$ cat config.mk
export PLATFORM = sky130hd
export DESIGN_NAME = fp_multi_pipe
export DESIGN_NICKNAME = d
export VERILOG_FILES = /design/src/rtl/fp_multi_pkg.sv /design/src/rtl/fp_lzc.sv /design/src/rtl/fp_multi_pipe.sv
export SDC_FILE = /design/constraint.sdc
export NUM_CORES = 2
export LEC_CHECK = 0
export ABC_CLOCK_PERIOD_IN_PS = 8400
export CORE_ASPECT_RATIO = 0.5
export CORE_MARGIN = 2
export CORE_UTILIZATION = 40
export DETAILED_ROUTE_END_ITERATION = 10
export PLACE_DENSITY = 0.65
export SKIP_CTS_REPAIR_TIMING = 1
export SLEW_MARGIN = 5
export SYNTH_ARGS = -nofsm -noshare
export SYNTH_HDL_FRONTEND = slang
export SYNTH_SLANG_ARGS = --single-unit
$ cat constraint.sdc
create_clock -name clk -period 8.4 [get_ports clk]
set_clock_uncertainty 0.05 [all_clocks]
set_input_delay 1.68 -clock clk [delete_from_list [all_inputs] [get_ports clk]]
set_output_delay 1.68 -clock clk [all_outputs]
set_load 0.02 [all_outputs]
$ cat src/rtl/fp_multi_pkg.sv
// Shared constants, operand classes and helpers for the parametrised FP multiplier.
package fp_multi_pkg;

   localparam int NV = 3;
   localparam int OF = 2;
   localparam int UF = 1;
   localparam int NX = 0;

   // Helpers take fields zero-extended to these maxima plus the real widths.
   localparam int MAX_EXP_W = 16;
   localparam int MAX_MAN_W = 64;
   localparam int MAX_W     = 1 + MAX_EXP_W + MAX_MAN_W;

   typedef enum logic [2:0] {ZERO, SUB, NORM, INF, QNAN, SNAN} fp_class_e;

   typedef enum logic [1:0] {SP_NONE, SP_NAN, SP_INF, SP_ZERO} special_e;

   function automatic fp_class_e classify(input logic [MAX_EXP_W-1:0] exp_f,
                                          input logic [MAX_MAN_W-1:0] frac_f,
                                          input int                   exp_w,
                                          input int                   man_w);
      if (exp_f == '0)
         return (frac_f == '0) ? ZERO : SUB;
      else if (exp_f != ((MAX_EXP_W'(1) << exp_w) - MAX_EXP_W'(1)))
         return NORM;
      else if (frac_f == '0)
         return INF;
      else if (((frac_f >> (man_w - 1)) & MAX_MAN_W'(1)) != '0)
         return QNAN;
      else
         return SNAN;
   endfunction

   function automatic logic [MAX_W-1:0] canon_nan(input int exp_w, input int man_w);
      logic [MAX_W-1:0] one;
      one = MAX_W'(1);
      return (((one << exp_w) - one) << man_w) | (one << (man_w - 1));
   endfunction

endpackage

$ cat src/rtl/fp_lzc.sv
// Combinational leading-zero counter; an all-zero input reports WIDTH.
module fp_lzc #(
   parameter int WIDTH = 8
) (
   input  logic [WIDTH-1:0]           din,
   output logic [$clog2(WIDTH+1)-1:0] count
);
   localparam int CNT_W = $clog2(WIDTH + 1);

   // Scanning upward lets the highest set bit win.
   always_comb begin
      count = CNT_W'(WIDTH);
      for (int i = 0; i < WIDTH; i++) begin
         if (din[i])
            count = CNT_W'(WIDTH - 1 - i);
      end
   end

endmodule

$ cat src/rtl/fp_multi_pipe.sv
// Four-stage IEEE-754 multiplier: unpack/multiply, normalise, subnormal shift and
// round, then pack with special-operand override into the output register.
module fp_multi_pipe
   import fp_multi_pkg::*;
#(
   parameter int EXP_W = 8,
   parameter int MAN_W = 23,
   parameter int TAG_W = 4
) (
   input  logic                 clk,
   input  logic                 rst,
   input  logic                 in_valid,
   output logic                 in_ready,
   input  logic [EXP_W+MAN_W:0] in_a,
   input  logic [EXP_W+MAN_W:0] in_b,
   input  logic [TAG_W-1:0]     in_tag,
   output logic                 out_valid,
   input  logic                 out_ready,
   output logic [EXP_W+MAN_W:0] out_y,
   output logic [TAG_W-1:0]     out_tag,
   output logic [3:0]           out_flags
);
   localparam int W      = 1 + EXP_W + MAN_W;
   localparam int BIAS   = 2**(EXP_W-1) - 1;
   localparam int SIG_W  = MAN_W + 1;
   localparam int PROD_W = 2*MAN_W + 2;
   localparam int EW     = EXP_W + 3;
   localparam int LZ_W   = $clog2(PROD_W + 1);

   localparam logic signed [EW-1:0] E_ONE  = EW'(1);
   localparam logic signed [EW-1:0] E_BIAS = EW'(BIAS);
   localparam logic signed [EW-1:0] E_MAX  = EW'(2**EXP_W - 1);
   localparam logic [W-1:0]         QNAN_Y = W'(canon_nan(EXP_W, MAN_W));

   // exp is a signed biased exponent for a significand with its MSB at the top of prod.
   typedef struct packed {
      logic              valid;
      logic [TAG_W-1:0]  tag;
      logic              sign;
      special_e          spc;
      logic              nv;
      logic [EW-1:0]     exp;
      logic [PROD_W-1:0] prod;
   } mul_stage_t;

   typedef struct packed {
      logic              valid;
      logic [TAG_W-1:0]  tag;
      logic              sign;
      special_e          spc;
      logic              nv;
      logic [EW-1:0]     exp;
      logic [SIG_W-1:0]  mant;
      logic              nx;
      logic              tiny;
   } rnd_stage_t;

   mul_stage_t s1_d, s1_q, s2_d, s2_q;
   rnd_stage_t s3_d, s3_q;

   logic             out_valid_d, out_valid_q;
   logic [W-1:0]     out_y_d, out_y_q;
   logic [TAG_W-1:0] out_tag_d, out_tag_q;
   logic [3:0]       out_flags_d, out_flags_q;

   logic stall;
   logic adv;

   assign stall    = out_valid_q && !out_ready;
   assign adv      = !stall;
   assign in_ready = !rst && !stall;

   logic [EXP_W-1:0] a_exp, b_exp;
   logic [MAN_W-1:0] a_frac, b_frac;
   fp_class_e        a_cls, b_cls;
   logic             a_nan, b_nan, a_inf, b_inf, a_zero, b_zero, inf_x_zero;
   logic [EW-1:0]    a_eff, b_eff;

   always_comb begin
      a_exp      = in_a[W-2 -: EXP_W];
      b_exp      = in_b[W-2 -: EXP_W];
      a_frac     = in_a[MAN_W-1:0];
      b_frac     = in_b[MAN_W-1:0];
      a_cls      = classify(MAX_EXP_W'(a_exp), MAX_MAN_W'(a_frac), EXP_W, MAN_W);
      b_cls      = classify(MAX_EXP_W'(b_exp), MAX_MAN_W'(b_frac), EXP_W, MAN_W);
      a_nan      = (a_cls == QNAN) || (a_cls == SNAN);
      b_nan      = (b_cls == QNAN) || (b_cls == SNAN);
      a_inf      = (a_cls == INF);
      b_inf      = (b_cls == INF);
      a_zero     = (a_cls == ZERO);
      b_zero     = (b_cls == ZERO);
      inf_x_zero = (a_inf && b_zero) || (a_zero && b_inf);
      a_eff      = (a_exp == '0) ? EW'(1) : EW'(a_exp);
      b_eff      = (b_exp == '0) ? EW'(1) : EW'(b_exp);

      s1_d = s1_q;
      if (adv) begin
         s1_d.valid = in_valid && in_ready;
         s1_d.tag   = in_tag;
         s1_d.sign  = in_a[W-1] ^ in_b[W-1];
         s1_d.nv    = (a_cls == SNAN) || (b_cls == SNAN) || inf_x_zero;
         if (a_nan || b_nan || inf_x_zero)
            s1_d.spc = SP_NAN;
         else if (a_inf || b_inf)
            s1_d.spc = SP_INF;
         else if (a_zero || b_zero)
            s1_d.spc = SP_ZERO;
         else
            s1_d.spc = SP_NONE;
         // +1 because the product's integer part occupies two bits
         s1_d.exp  = a_eff + b_eff - E_BIAS + E_ONE;
         s1_d.prod = PROD_W'({a_exp != '0, a_frac}) * PROD_W'({b_exp != '0, b_frac});
      end
   end

   logic [LZ_W-1:0] lz;

   fp_lzc #(.WIDTH(PROD_W)) u_lzc (
      .din   (s1_q.prod),
      .count (lz)
   );

   always_comb begin
      s2_d = s2_q;
      if (adv) begin
         s2_d      = s1_q;
         s2_d.prod = s1_q.prod << lz;
         s2_d.exp  = s1_q.exp - EW'(lz);
      end
   end

   logic signed [EW-1:0] e2;
   logic signed [EW-1:0] e3;
   logic                 tiny;
   logic [EW-1:0]        sh;
   logic [PROD_W-1:0]    shifted;
   logic                 sh_sticky, guard, sticky, inc;
   logic [SIG_W-1:0]     kept;
   logic [SIG_W:0]       rnd;

   always_comb begin
      e2   = $signed(s2_q.exp);
      tiny = e2 < E_ONE;
      sh   = tiny ? E_ONE - e2 : '0;
      e3   = tiny ? E_ONE : e2;
      // Oversized shifts empty the significand and leave everything in sticky.
      shifted   = s2_q.prod >> sh;
      sh_sticky = |(s2_q.prod & ~({PROD_W{1'b1}} << sh));
      kept      = shifted[PROD_W-1 -: SIG_W];
      guard     = shifted[MAN_W];
      sticky    = (|shifted[MAN_W-1:0]) || sh_sticky;
      inc       = guard && (sticky || kept[0]);
      rnd       = {1'b0, kept} + (SIG_W+1)'(inc);

      s3_d = s3_q;
      if (adv) begin
         s3_d.valid = s2_q.valid;
         s3_d.tag   = s2_q.tag;
         s3_d.sign  = s2_q.sign;
         s3_d.spc   = s2_q.spc;
         s3_d.nv    = s2_q.nv;
         s3_d.tiny  = tiny;
         s3_d.nx    = guard || sticky;
         if (rnd[SIG_W]) begin
            s3_d.mant = rnd[SIG_W:1];
            s3_d.exp  = e3 + E_ONE;
         end else begin
            s3_d.mant = rnd[SIG_W-1:0];
            s3_d.exp  = e3;
         end
      end
   end

   logic signed [EW-1:0] e4;
   logic                 ovf;
   logic [EXP_W-1:0]     exp_field;

   always_comb begin
      e4        = $signed(s3_q.exp);
      ovf       = e4 >= E_MAX;
      // A clear hidden bit after rounding means the result stayed subnormal.
      exp_field = s3_q.mant[MAN_W] ? e4[EXP_W-1:0] : '0;

      out_valid_d = out_valid_q;
      out_y_d     = out_y_q;
      out_tag_d   = out_tag_q;
      out_flags_d = out_flags_q;
      if (adv) begin
         out_valid_d = s3_q.valid;
         out_tag_d   = s3_q.tag;
         out_flags_d = '0;
         case (s3_q.spc)
            SP_NAN: begin
               out_y_d         = QNAN_Y;
               out_flags_d[NV] = s3_q.nv;
            end
            SP_INF:  out_y_d = {s3_q.sign, {EXP_W{1'b1}}, {MAN_W{1'b0}}};
            SP_ZERO: out_y_d = {s3_q.sign, {(W-1){1'b0}}};
            default: begin
               if (ovf) begin
                  out_y_d         = {s3_q.sign, {EXP_W{1'b1}}, {MAN_W{1'b0}}};
                  out_flags_d[OF] = 1'b1;
                  out_flags_d[NX] = 1'b1;
               end else begin
                  out_y_d         = {s3_q.sign, exp_field, s3_q.mant[MAN_W-1:0]};
                  out_flags_d[UF] = s3_q.tiny && s3_q.nx;
                  out_flags_d[NX] = s3_q.nx;
               end
            end
         endcase
      end
   end

   always_ff @(posedge clk) begin
      if (rst) begin
         s1_q        <= '0;
         s2_q        <= '0;
         s3_q        <= '0;
         out_valid_q <= 1'b0;
         out_y_q     <= '0;
         out_tag_q   <= '0;
         out_flags_q <= '0;
      end else begin
         s1_q        <= s1_d;
         s2_q        <= s2_d;
         s3_q        <= s3_d;
         out_valid_q <= out_valid_d;
         out_y_q     <= out_y_d;
         out_tag_q   <= out_tag_d;
         out_flags_q <= out_flags_d;
      end
   end

   assign out_valid = out_valid_q;
   assign out_y     = out_y_q;
   assign out_tag   = out_tag_q;
   assign out_flags = out_flags_q;

endmodule

* Yosys cells after proc, flatten, opt, wreduce, memory -nomap -nowiden
Cells that the tools add are included.
** Storage, ports and cells
- Register bits after elaboration :: 223
- Input bits :: 72
- Output and inout bits :: 42
- Word-level logic and storage cells :: 161
** Cells by class
- Add/sub/neg operators :: 7
- Multiply operators :: 1
- Order comparisons :: 2
- Eq/ne operators :: 11
- Shifts and indexed selects :: 3
- Multiplexer cells :: 74
- Bitwise logic cells :: 3
- Reductions and logical operators :: 33
** Operators by type and width (count)
- $mux W6 :: 32
- $pmux W32 S3 :: 1
- $mux W5 :: 16
- $and A48 B48 Y48 :: 1
- $mul A24 B24 Y48 :: 1
- $not A48 Y48 :: 1
- $reduce_or A48 Y1 :: 1
- $shl A48 B11 Y48 const A :: 1
- $shl A48 B6 Y48 :: 1
- $shr A48 B11 Y48 :: 1
- $logic_not A23 Y1 :: 2
- $mux W35 :: 1
- $mux W31 :: 1
- $add A24 B1 Y25 :: 1
- $mux W8 :: 3
- $reduce_or A23 Y1 :: 1
- $mux W11 :: 2
- $mux W3 :: 7
- $logic_not A8 Y1 :: 2
- $ne A8 B8 Y1 const B :: 2
- $reduce_bool A8 Y1 :: 2
- $eq A3 B3 Y1 const B :: 4
- $logic_or A1 B1 Y1 :: 12
- $add A10 B2 Y11 const B :: 1
- other kinds (17) :: 37

* Logic depth before layout (Yosys ltp)
- Word-level depth :: 49
- Gate-level depth with buffers :: 29
- Depth with buffers taken out :: 28

* Modules after synthesis
A second synthesis with hierarchy kept.
** Second synthesis, totals
- Cell total of the unflattened synthesis :: 4278
- Area total of the unflattened synthesis :: 34558.1 µm²
** By module, submodules not included
- fp_multi_pipe :: instances 1, cells an instance 4170, area an instance 33942.6 µm², sequential area each 4464.3 µm²
- fp_lzc :: instances 1, cells an instance 108, area an instance 615.6 µm², sequential area each 0.0 µm²

* Worst setup path after synthesis
No wires, ideal clock.
- Path type :: input to register
- Start point :: in in_b[6]
- End point :: reg s1_q[46] (netlist bit)
- Setup time :: 120 ps
- Arrival :: 8787 ps
- Data required time :: 8230 ps
- Path slack :: -556 ps
- Stages :: 26
- Path buffers :: 2
- Cell sequence :: clkbuf_1 clkbuf_1 nand2_1 fa_1 inv_1 fa_1 fa_1 fa_1 fa_1 inv_1 fa_1 inv_1 fa_1 ha_1 a21o_1 a2111oi_0 nand2_1 a21oi_1 o21ai_0 a21oi_1 o21ai_0 a41o_1 nor3_1 o31a_1 nor4_1 a211o_1
** On the way
- Cells in the longest elaborated chain, start to end :: 1
** Ends and longest elaborated chain
- start, declared :: line fp_multi_pipe.sv:15 : input logic [EXP_W+MAN_W:0] in_b,
- $mul A24 B24 Y48 :: line fp_multi_pipe.sv:112 : s1_d.prod = PROD_W'({a_exp != '0, a_frac}) * PROD_W'({b_exp != '0, b_frac});
- end signal, assigned :: line fp_multi_pipe.sv:216 : s1_q <= '0;
- end signal, assigned :: line fp_multi_pipe.sv:224 : s1_q <= s1_d;
- end, declared :: line fp_multi_pipe.sv:58 : mul_stage_t s1_d, s1_q, s2_d, s2_q;
Every way passes these cells.
A chain may end at the register's enable or synchronous reset.

* Final worst setup path
- Start point :: in in_b[30]
- End point :: reg s1_q[46] (netlist bit)
** On the way
- Cells in the longest elaborated chain, start to end :: 2
** Ends and longest elaborated chain (line)
- $reduce_bool A8 Y1 :: fp_multi_pipe.sv:112
- $mul A24 B24 Y48 :: fp_multi_pipe.sv:112
Every way passes these cells.

==> results.md <==
| Parameter | Value |
| --- | --- |
| Result of the run | finished clean |
| Syn Inst Count | 4192 |
| Post-synthesis instance area | 0.0342 mm^2 |
| Synth-to-Final Area Change | 17.7% |
| Die span in y | 211 um |
| Synthesized netlist net count | 4953 |
| Flop and latch count out of synthesis | 223 |
| Total Routed Length | 111000 um |
| Total of max-cap violations | 0 |
| Number of detailed-route iterations in the first pass | 6 |
| Worst Hold Class | reg -> reg |
| Fraction of the cycle the final worst path needs | 0.978 |
| Critical path's most frequent cell | sky130_fd_sc_hd__fa_1 |
| Clock Tree Root | sky130_fd_sc_hd__clkbuf_16 |
| Horizontal die dimension | 418 um |
| Global-route wire length before repair | 174000 um |
| Crit-path max FO | 9 |
| Clock-pin slew of the registers on the worst-case setup and hold paths | 0.06 ns |
| Met2 capacity usage during global routing | 0.407 |
| Core area | 0.0843 mm^2 |
| Met1 track utilization from global routing | 0.338 |
| Largest stage delay on the critical path | 0.60 ns |
| Cell count of the worst reg-to-reg path | 24 |
| Later-pin clock latency in the skew report | 0.52 ns |
| Worst slew pin tran | 1.14 ns |
| Number of I/O port buffers | 113 |
| # rows | 75 |
| Number of global-route vias before repair | 31.5k |
| Area contributors post-synth | sky130_fd_sc_hd__fa_1, sky130_fd_sc_hd__dfxtp_1, sky130_fd_sc_hd__nand2_1 |
| Final-report hold violation count | 0 |
| Highest-delay cell along the critical path | sky130_fd_sc_hd__fa_1 |
| Minimum clock period | 8.21 ns |
| Clock tree sinks | 223 |
| Type of the worst setup path | in -> reg |
| Detailed placer's ending HPWL | 89200 um |
| Number of slew-limit violations in the final report | 0 |
| Met3 layer usage reported by global route | 0.0304 |
| Average vias per placed instance | 5.60 |
| FMAX | 122 MHz |
| Number of buffers added by the clock tree synthesis step | 24 |
| Final Worst Setup Slack | 0.185 ns |
| Initial antenna violation count | 0 |
| Final-layout fill cell count | 8019 |
| Critical Path End Type | flop |
| Initial Util | 0.406 |
| Post-detailed-route wirelength per cell | 19.9 um |
| Total routing usage reported by global routing | 0.246 |
| Unique cell type count in the Yosys netlist | 88 |
| Initial DRC Count | 2580 |
| Fraction of layout instances using a drive strength above 1 | 0.118 |
| Area share of the largest cell type after synthesis | 0.283 |
| Leading register cell type out of synthesis | sky130_fd_sc_hd__dfxtp_1 |
| Largest net degree at the start of global routing | 73 |
| Crit start category | input pin |
| Synthesized area per cell | 8.17 um^2 |
| Via count | 31.1k |
| Number of primary I/O pins | 114 |
| Endpoint required time on the critical path | 8.76 ns |
| Relative slew slack | 0.236 |
| Placement-stage worst setup slack | -0.765 ns |
| Final weighted congestion in routability-driven placement | 0.988 |
| Most used routing layer in global routing | met2 |
| Async S/R FF share, synth | 0 |
| Drt drc | 0 |
| Maximum level of the CTS H-tree | 1 |
| Residual antenna-violating net count after detailed routing | 0 |
| Count of antenna diodes in the layout | 0 |
| Number of nets in the final layout | 5188 |
| Final global-route overflow total | 0 |
| Count of synthesis-stage warnings from yosys | 0 |
| Portion of the post-synthesis area used by sequential elements | 0.130 |
| Maximum number of buffers from clock root to sink | 3 |
| Final number of setup-violating endpoints | 0 |
| CTS tree | yes |
| Post-synth EDFFs | 0 |
| Worst hold path depth | 2 |
| Commonest cells in the netlist | sky130_fd_sc_hd__nand2_1, sky130_fd_sc_hd__inv_1, sky130_fd_sc_hd__fa_1 |
| Cell type with the largest total area after synthesis | sky130_fd_sc_hd__fa_1 |
| Post-Route Setup TNS | 0 ns |
| Die area | 0.0881 mm^2 |
| Most used standard cell by instance count after synthesis | sky130_fd_sc_hd__nand2_1 |
| Crit path DAT | 8.58 ns |
-- worst max-delay path, delay by kind of cell --
family	cells	cell delay [ns]
adder cells (fa/ha/maj)	8	3.93
AO/OA/AOI/OAI	8	1.47
buffers and inverters	4	0.81
AND/OR/NAND/NOR	6	0.68
-- metal layers --
metal,vias up,share of wire,routed length [um]
li1,14400,-,-
met1,15300,0.43,47800
met2,1201,0.45,50200
met3,216,0.076,8420
met4,0,0.038,4160
met5,-,0,0
-- worst paths after layout --
kind | slack (ns) | startpoint | end
worst max register to register | 0.91 | e2[3] | e4[7]
worst max-delay path | 0.19 | in_b[30] | s1_q[46]
worst min register to register | 0.40 | s1_q[65] | s1_q[65]
worst min-delay path | 0.40 | s1_q[65] | s1_q[65]
-- through the flow --
step | std cells | hold slack, ns | cell area [um^2] | util
finish | 5558 | 0.399 | 40300 | 0.478
global route | 5558 | 0.423 | 40300 | 0.478
detailed placement | 5494 | 0.393 | 38900 | 0.461
CTS | 5535 | 0.400 | 39600 | 0.470
global placement | 5494 | 0.387 | 38900 | 0.461
floorplan | 4192 | 0.371 | 34300 | -
-- layout by cell type (no fill, tap or decap), drive strengths merged, types with 10 or more instances in the layout --
| cell | synthesis | layout |
|---|---|---|
| nand2 | 716 | 716 |
| inv | 529 | 530 |
| fa | 484 | 484 |
| buf | 34 | 376 |
| and2 | 233 | 233 |
| dfxtp | 223 | 223 |
| ha | 205 | 205 |
| a21oi | 204 | 204 |
| nor2 | 198 | 198 |
| mux2i | 133 | 133 |
| o21ai | 131 | 131 |
| clkdlybuf4s50 | 0 | 80 |
| nand3 | 78 | 78 |
| xnor2 | 61 | 61 |
| a22o | 53 | 53 |
| a211oi | 47 | 47 |
| nand4 | 46 | 46 |
| nor3 | 45 | 45 |
| a31oi | 40 | 40 |
| nor4 | 39 | 39 |
| clkbuf | 247 | 38 |
| a22oi | 36 | 36 |
| dlymetal6s2s | 0 | 32 |
| a21o | 31 | 31 |
| xor2 | 30 | 30 |
| a221o | 19 | 19 |
| nor2b | 19 | 19 |
| o211ai | 19 | 19 |
| a221oi | 18 | 18 |
| mux2 | 17 | 17 |
| o22ai | 16 | 16 |
| and3 | 16 | 16 |
| o31ai | 16 | 16 |
| o221ai | 16 | 16 |
| o21a | 13 | 13 |
| nand2b | 13 | 13 |
| o21bai | 12 | 12 |
| a32oi | 11 | 11 |
| a311oi | 10 | 10 |
-- cell families after synthesis --
kind of cell | Yosys count | share of synthesized area
and+or+nand+nor | 1446 | 0.197
buffers and inverters | 811 | 0.0900
AOI/OAI and AO/OA | 780 | 0.156
adders and majority gates | 689 | 0.358
DFF | 223 | 0.130
muxes | 152 | 0.0458
xor gates and xnor gates | 91 | 0.0233
-- cell type report --
class / count / area, um^2 / area share
multi-input combinational: 3158 / 27100 / 0.671
timing repair buffer: 490 / 4630 / 0.115
sequential: 223 / 4460 / 0.111
inverter: 530 / 1990 / 0.0494
tap: 1116 / 1400 / 0.0347
clock buffer: 36 / 727 / 0.0180
clock inverter: 5 / 31.3 / 0.000776
-- flip-flops by register name (all words and copies together), names as in the netlist --
register   cells
e2            11
out_y         32
s3_q          35
out_valid      1
s2_q          57
out_tag        4
e4            11
out_flags      4
s1_q          68
Power is left out: the tool's default activity adds up to more than one toggle a clock period on the data nets, which glitch-free logic cannot reach.
